===== config.mk =====
export PLATFORM = sky130hd
export DESIGN_NAME = opcode_sequencer
export DESIGN_NICKNAME = d
export VERILOG_FILES = /design/src/rtl/dmg_seq_pkg.sv /design/src/rtl/seq_a_encode.sv /design/src/rtl/opcode_sequencer.sv
export SDC_FILE = /design/constraint.sdc
export NUM_CORES = 1
export LEC_CHECK = 0
export ABC_AREA = 1
export ABC_CLOCK_PERIOD_IN_PS = 1080
export CORE_ASPECT_RATIO = 1.25
export CORE_MARGIN = 8
export CORE_UTILIZATION = 35
export DETAILED_ROUTE_END_ITERATION = 8
export PLACE_DENSITY = 0.84
export SETUP_SLACK_MARGIN = 0.05
export SLEW_MARGIN = 25
export SYNTH_ARGS = -nofsm -noshare
export SYNTH_HDL_FRONTEND = slang
export SYNTH_SLANG_ARGS = --single-unit
export TNS_END_PERCENT = 20

===== constraint.sdc =====
create_clock -name CLK -period 1.08 [get_ports CLK]
set_input_delay 0.162 -clock CLK [delete_from_list [all_inputs] [get_ports CLK]]
set_output_delay 0.162 -clock CLK [all_outputs]
set_load 0.005 [all_outputs]

===== src/rtl/dmg_seq_pkg.sv =====
// ============================================================================
// Module : dmg_seq_pkg
// Brief  : Shared widths, default opcodes and Decoder1 vector index map for
//          the opcode sequencer.
// Rev    : 1.0  initial release
// ============================================================================
`default_nettype none

package dmg_seq_pkg;

  localparam int IR_W = 8;
  localparam int ST_W = 3;
  localparam int A_W  = 26;

  localparam logic [IR_W-1:0] CB_OPCODE_DEF = 8'hCB;
  localparam logic [IR_W-1:0] NOP_OPCODE    = 8'h00;

  // True-rail positions in a[]; each complement rail sits at index-1.
  localparam int A_INTR = 1;
  localparam int A_CB   = 3;
  localparam int A_IR7  = 5;
  localparam int A_IR6  = 7;
  localparam int A_IR5  = 9;
  localparam int A_IR4  = 11;
  localparam int A_IR3  = 13;
  localparam int A_IR2  = 15;
  localparam int A_IR1  = 17;
  localparam int A_IR0  = 19;
  localparam int A_ST2  = 21;
  localparam int A_ST1  = 23;
  localparam int A_ST0  = 25;

  // Register image presented to the encoder.
  typedef struct packed {
    logic            intr_disp;
    logic            cb_mode;
    logic [IR_W-1:0] ir;
    logic [ST_W-1:0] state;
  } seq_regs_t;

  // True-rail position of ir[bit]: ir is laid out MSB first from A_IR7.
  function automatic int ir_true_idx(input int bit_pos);
    return A_IR7 + 2 * (IR_W - 1 - bit_pos);
  endfunction

endpackage

`default_nettype wire


===== src/rtl/seq_a_encode.sv =====
// ============================================================================
// Module : seq_a_encode
// Brief  : Combinational true/complement encoder producing the Decoder1
//          input vector from the sequencer registers.
// Ports  : regs (in, seq_regs_t)  intr_disp, cb_mode, ir, state
//          a    (out, 26)         Decoder1 vector
// Rev    : 1.0  initial release
// ============================================================================
`default_nettype none

module seq_a_encode
  import dmg_seq_pkg::*;
(
  input  seq_regs_t        regs,
  output logic [A_W-1:0]   a
);

  assign a[A_INTR]   =  regs.intr_disp;
  assign a[A_INTR-1] = ~regs.intr_disp;
  assign a[A_CB]     =  regs.cb_mode;
  assign a[A_CB-1]   = ~regs.cb_mode;

  generate
    for (genvar b = 0; b < IR_W; b++) begin : g_ir
      assign a[ir_true_idx(b)]   =  regs.ir[b];
      assign a[ir_true_idx(b)-1] = ~regs.ir[b];
    end
  endgenerate

  assign a[A_ST2]   =  regs.state[2];
  assign a[A_ST2-1] = ~regs.state[2];
  assign a[A_ST1]   =  regs.state[1];
  assign a[A_ST1-1] = ~regs.state[1];
  assign a[A_ST0]   =  regs.state[0];
  assign a[A_ST0-1] = ~regs.state[0];

endmodule

`default_nettype wire


===== src/rtl/opcode_sequencer.sv =====
// ============================================================================
// Module : opcode_sequencer
// Brief  : Opcode latch, CB-prefix / interrupt-dispatch mode tracking and
//          M-cycle state counter feeding Decoder1.
// Config : SEQ_OVF_CHECK_EN - when defined, the state counter saturates at 7
//          on overflow and sets the sticky seq_ovf flag; otherwise it wraps
//          and seq_ovf is tied low.
// Ports  : CLK, RESET (async, active-high), m_tick, halt_hold, instr_end,
//          int_take, dbus[7:0]  -> ir[7:0], state[2:0], cb_mode, intr_disp,
//          seq_ovf, a[25:0]
// Rev    : 1.0  initial release
// ============================================================================
`default_nettype none

module opcode_sequencer
  import dmg_seq_pkg::*;
#(
  parameter logic [IR_W-1:0] RESET_IR  = NOP_OPCODE,
  parameter logic [IR_W-1:0] CB_OPCODE = CB_OPCODE_DEF
) (
  input  logic             CLK,
  input  logic             RESET,
  input  logic             m_tick,
  input  logic             halt_hold,
  input  logic             instr_end,
  input  logic             int_take,
  input  logic [IR_W-1:0]  dbus,
  output logic [IR_W-1:0]  ir,
  output logic [ST_W-1:0]  state,
  output logic             cb_mode,
  output logic             intr_disp,
  output logic             seq_ovf,
  output logic [A_W-1:0]   a
);

  localparam logic [ST_W-1:0] ST_MAX = {ST_W{1'b1}};

  logic advance;
  logic prefix_pending;

  assign advance = m_tick & ~halt_hold;

  // A bare CB prefix is in ir: the next fetch is a CB-page opcode, and an
  // interrupt must not be taken between the prefix and that opcode.
  assign prefix_pending = (ir == CB_OPCODE) & ~cb_mode & ~intr_disp;

  always_ff @(posedge CLK or posedge RESET) begin
    if (RESET) begin
      ir        <= RESET_IR;
      cb_mode   <= 1'b0;
      intr_disp <= 1'b0;
    end else if (advance && instr_end) begin
      if (int_take && !prefix_pending) begin
        ir        <= NOP_OPCODE;
        cb_mode   <= 1'b0;
        intr_disp <= 1'b1;
      end else begin
        ir        <= dbus;
        cb_mode   <= prefix_pending;
        intr_disp <= 1'b0;
      end
    end
  end

`ifdef SEQ_OVF_CHECK_EN
  always_ff @(posedge CLK or posedge RESET) begin
    if (RESET) begin
      state   <= '0;
      seq_ovf <= 1'b0;
    end else if (advance) begin
      if (instr_end) begin
        state <= '0;
      end else if (state == ST_MAX) begin
        seq_ovf <= 1'b1;
      end else begin
        state <= state + 1'b1;
      end
    end
  end
`else
  always_ff @(posedge CLK or posedge RESET) begin
    if (RESET) begin
      state <= '0;
    end else if (advance) begin
      if (instr_end) begin
        state <= '0;
      end else begin
        // Wraps 7 -> 0 naturally.
        state <= state + 1'b1;
      end
    end
  end

  assign seq_ovf = 1'b0;
`endif

  seq_regs_t regs;

  assign regs.intr_disp = intr_disp;
  assign regs.cb_mode   = cb_mode;
  assign regs.ir        = ir;
  assign regs.state     = state;

  seq_a_encode u_a_encode (
    .regs (regs),
    .a    (a)
  );

endmodule

`default_nettype wire

==> key figures <==
Status
  – Status: finished, violations left
  – Failing checks: setup timing

Setup path
  – CP Capture Type: flip-flop
  – Reg2reg end: ir[4]$_DFFE_PP0P_
  – Worst reg2reg path depth: 8
  – Element type at the critical path start: flip-flop
  – Most used cell, CP: nand2_1
  – CP Class: flip-flop to flip-flop
  – WP buf/inv: 2
  – Biggest cell delay along the critical path: roughly 0.41 ns
  – Required @ worst endpoint: between 1 and 1.5 ns
  – Reg2reg setup slack: -0.14 ns
  – Crit path cell chain: buf_6 -> inv_4 -> nand2_4 -> nor2_4 -> nand3_4 -> nand2_8 -> nand2_1 -> nand2_1
  – CP max FO: 8
  – Kind of cell adding the most delay to the critical path: simple AND/OR/NAND/NOR gates
  – Slowest cell on crit path: dfrtp_1
  – Crit path arrival time: roughly 1.4 ns
  – Worst r2r src: ir[5]$_DFFE_PP0P_

STA
  – WHS: 0.08457 ns
  – Final hold vios: 0
  – Final period util: 113.4%
  – Fin Clk Skew: 0.005747 ns
  – Peak Freq: roughly 800 MHz
  – Setup slack after layout: -0.1444 ns
  – RSZ-0062 raised after global routing: yes
  – Fin crit period: between 1 and 1.5 ns
  – Setup-failing EPs final: 36
  – Max-slew violations: 0

Yosys
  – Area leader, netlist: dfrtp_1
  – Mapped Area: ~790 um2
  – Top cells by area, synth: dfrtp_1 41%, nand2_1 16%, buf_4 13%, inv_1 9.5%, nor2_1 5.2%
  – Yosys top cell area share: about two fifths
  – Sequential-to-total area share from yosys stat: 41.20%
  – Synth warnings: 0
  – Post-Syn Nets: ~130
  – Syn avg cell area: 7.113 um2
  – Post-Syn Instances: around 110
  – Synthesized flop and latch total: 13
  – Library cells used by synthesis: 17

Layout
  – Final Util: 77.50%
  – Final net count: 207
  – Antenna diode count: 0
  – Filler cells: about 130
  – Area Overhead vs Synth: 112.4%
  – Layout cells sized above 1: about three fifths
  – Post-route insts no fill: roughly 220

Floorplan
  – # IOs: 54
  – Core Region: ~2200 um2
  – Die Height: 69.10 um
  – Row cnt: 19
  – Die area: around 4000 um2
  – Width of the die: 58.48 um
  – Initial Util: a little over a third

Power
  – Pwr Total: 2.001 mW
  – PD cells: roughly 1200 nW/um2
  – Peak supply drop: approximately 0.95 mV
  – LEAKAGE: 0.9130 nW

Placed design
  – # port buffers: 52
  – Placed insts: 190
  – HPWL after DPL: a little under 2000 um
  – GPL Wtd Cong: 0.7059

Routing
  – Avg Vias per Cell: 4.360
  – Pre-antenna DRT Iters: 4
  – Residual DRC: 0
  – ANT nets after route: 0
  – Via count: approximately 970
  – Initial drt markers: 18
  – Routed WL: 3373 um
  – Wire length per cell: 15.19 um

Global route
  – Via count of the first global-routing pass: 1048
  – Pin count of the biggest net entering global routing: 22
  – Initial antenna violation count: 0
  – Total GRT Usage: between 10 and 15%
  – GRT overflow: 0
  – Global-route wire length before repair: 4823 um

Clock network
  – H-tree Lvls: 1
  – Clk sinks: 13
  – Cts bufs inserted: 3
  – Clock Path Buffers: 2
  – Reg clk slew, reported paths: 0.09 ns
  – Clock Latency Late Sink: 0.28 ns
  – CTS tree: done
  – Clock Tree Root: clkbuf_4

Job
  – Max-cap viol count: 0

Min path
  – Hold crit path type: input port to async pin
==> synthesized netlist by cell type (all sizes together) <==
master,instances
o21ai,3
nand3,4
ha,1
dfrtp,13
buf,16
nor2,12
inv,24
nand3b,1
conb,1
a21oi,1
nand2,35
==> power by group <==
group	switching [mW]	internal (mW)	leakage [nW]
registers	0.0622	0.551	0.171
clock network	0.168	0.143	0.0150
logic	0.437	0.640	0.727
total	0.667	1.33	0.913
==> sequential cells by signal (all words and copies together), names as in the netlist <==
signal and flops:
ir 8, state 3, cb_mode 1, intr_disp 1
==> placed cells by master (no fill, tap or decap), drive strengths merged <==
cell type / netlist / final
a21oi: 1 / 1
nor2: 12 / 12
dfrtp: 13 / 13
nand2: 35 / 35
dlygate4sd2: 0 / 2
inv: 24 / 24
conb: 1 / 1
nand3b: 1 / 1
clkdlybuf4s15: 0 / 1
o21ai: 3 / 3
clkdlybuf4s50: 0 / 13
ha: 1 / 1
nand3: 4 / 4
clkbuf: 0 / 16
buf: 16 / 64
==> routing by layer <==
metal  up-vias  GRT usage, %  share of wire, %
met3         8         5.566               8.7
met4         0         8.470               2.4
met2        44         26.57                55
li1        468             -                 -
met1       448         13.59                34
met5         -             0                 0
==> logic make-up after synthesis <==
family          share of synthesized area, %
flops                                  41.20
buf+inv                                26.78
other cells                           0.4750
compound gates                         2.534
fa+ha+maj                              1.585
simple gates                           27.42
==> how the worst max path moves through the flow <==
stage          slack [ns]  cells past startpoint                    end             startpoint
6_report            -0.14                      8      ir[4]$_DFFE_PP0P_      ir[5]$_DFFE_PP0P_
5_1_grt             -0.20                      8      ir[4]$_DFFE_PP0P_  intr_disp$_DFFE_PP0P_
4_1_cts             -0.14                      8      ir[3]$_DFFE_PP0P_      ir[3]$_DFFE_PP0P_
3_5_place_dp        -0.30                      7      ir[3]$_DFFE_PP0P_                 m_tick
3_3_place_gp        -0.22                      6  intr_disp$_DFFE_PP0P_                 m_tick
2_1_floorplan        0.07                      7      ir[0]$_DFFE_PP0P_      ir[2]$_DFFE_PP0P_
==> cell type report <==
class / count / area, um2 / area share, %
tap: 31 / 38.79 / 2.313
clock buffer: 4 / 26.28 / 1.567
timing repair buffer: 92 / 790.8 / 47.16
multi-input combinational: 58 / 387.9 / 23.13
sequential: 13 / 325.3 / 19.40
inverter: 24 / 107.6 / 6.418
==> per-stage QoR <==
step / setup slack (ns) / cell area [um2] / setup TNS [ns]
6_report: -0.1444 / 1677 / -2.051
5_1_grt: -0.1951 / 1677 / -3.865
4_1_cts: -0.1382 / 1584 / -2.497
3_5_place_dp: -0.3027 / 1330 / -3.723
3_3_place_gp: -0.2245 / 1330 / -2.812
2_1_floorplan: 0.07305 / 789.5 / 0
==> repair_timing <==
| item | in CTS | in global routing |
|---|---|---|
| hold endpoints to repair | 0 | 0 |
| pin swaps | 2 | 11 |
| gates resized for setup | 157 | 55 |
| buffers inserted | 26 | 2 |
| setup endpoints to repair | 49 | 48 |
| hold buffers | 0 | 0 |
Note: power is estimated with default switching activity, not from simulation.
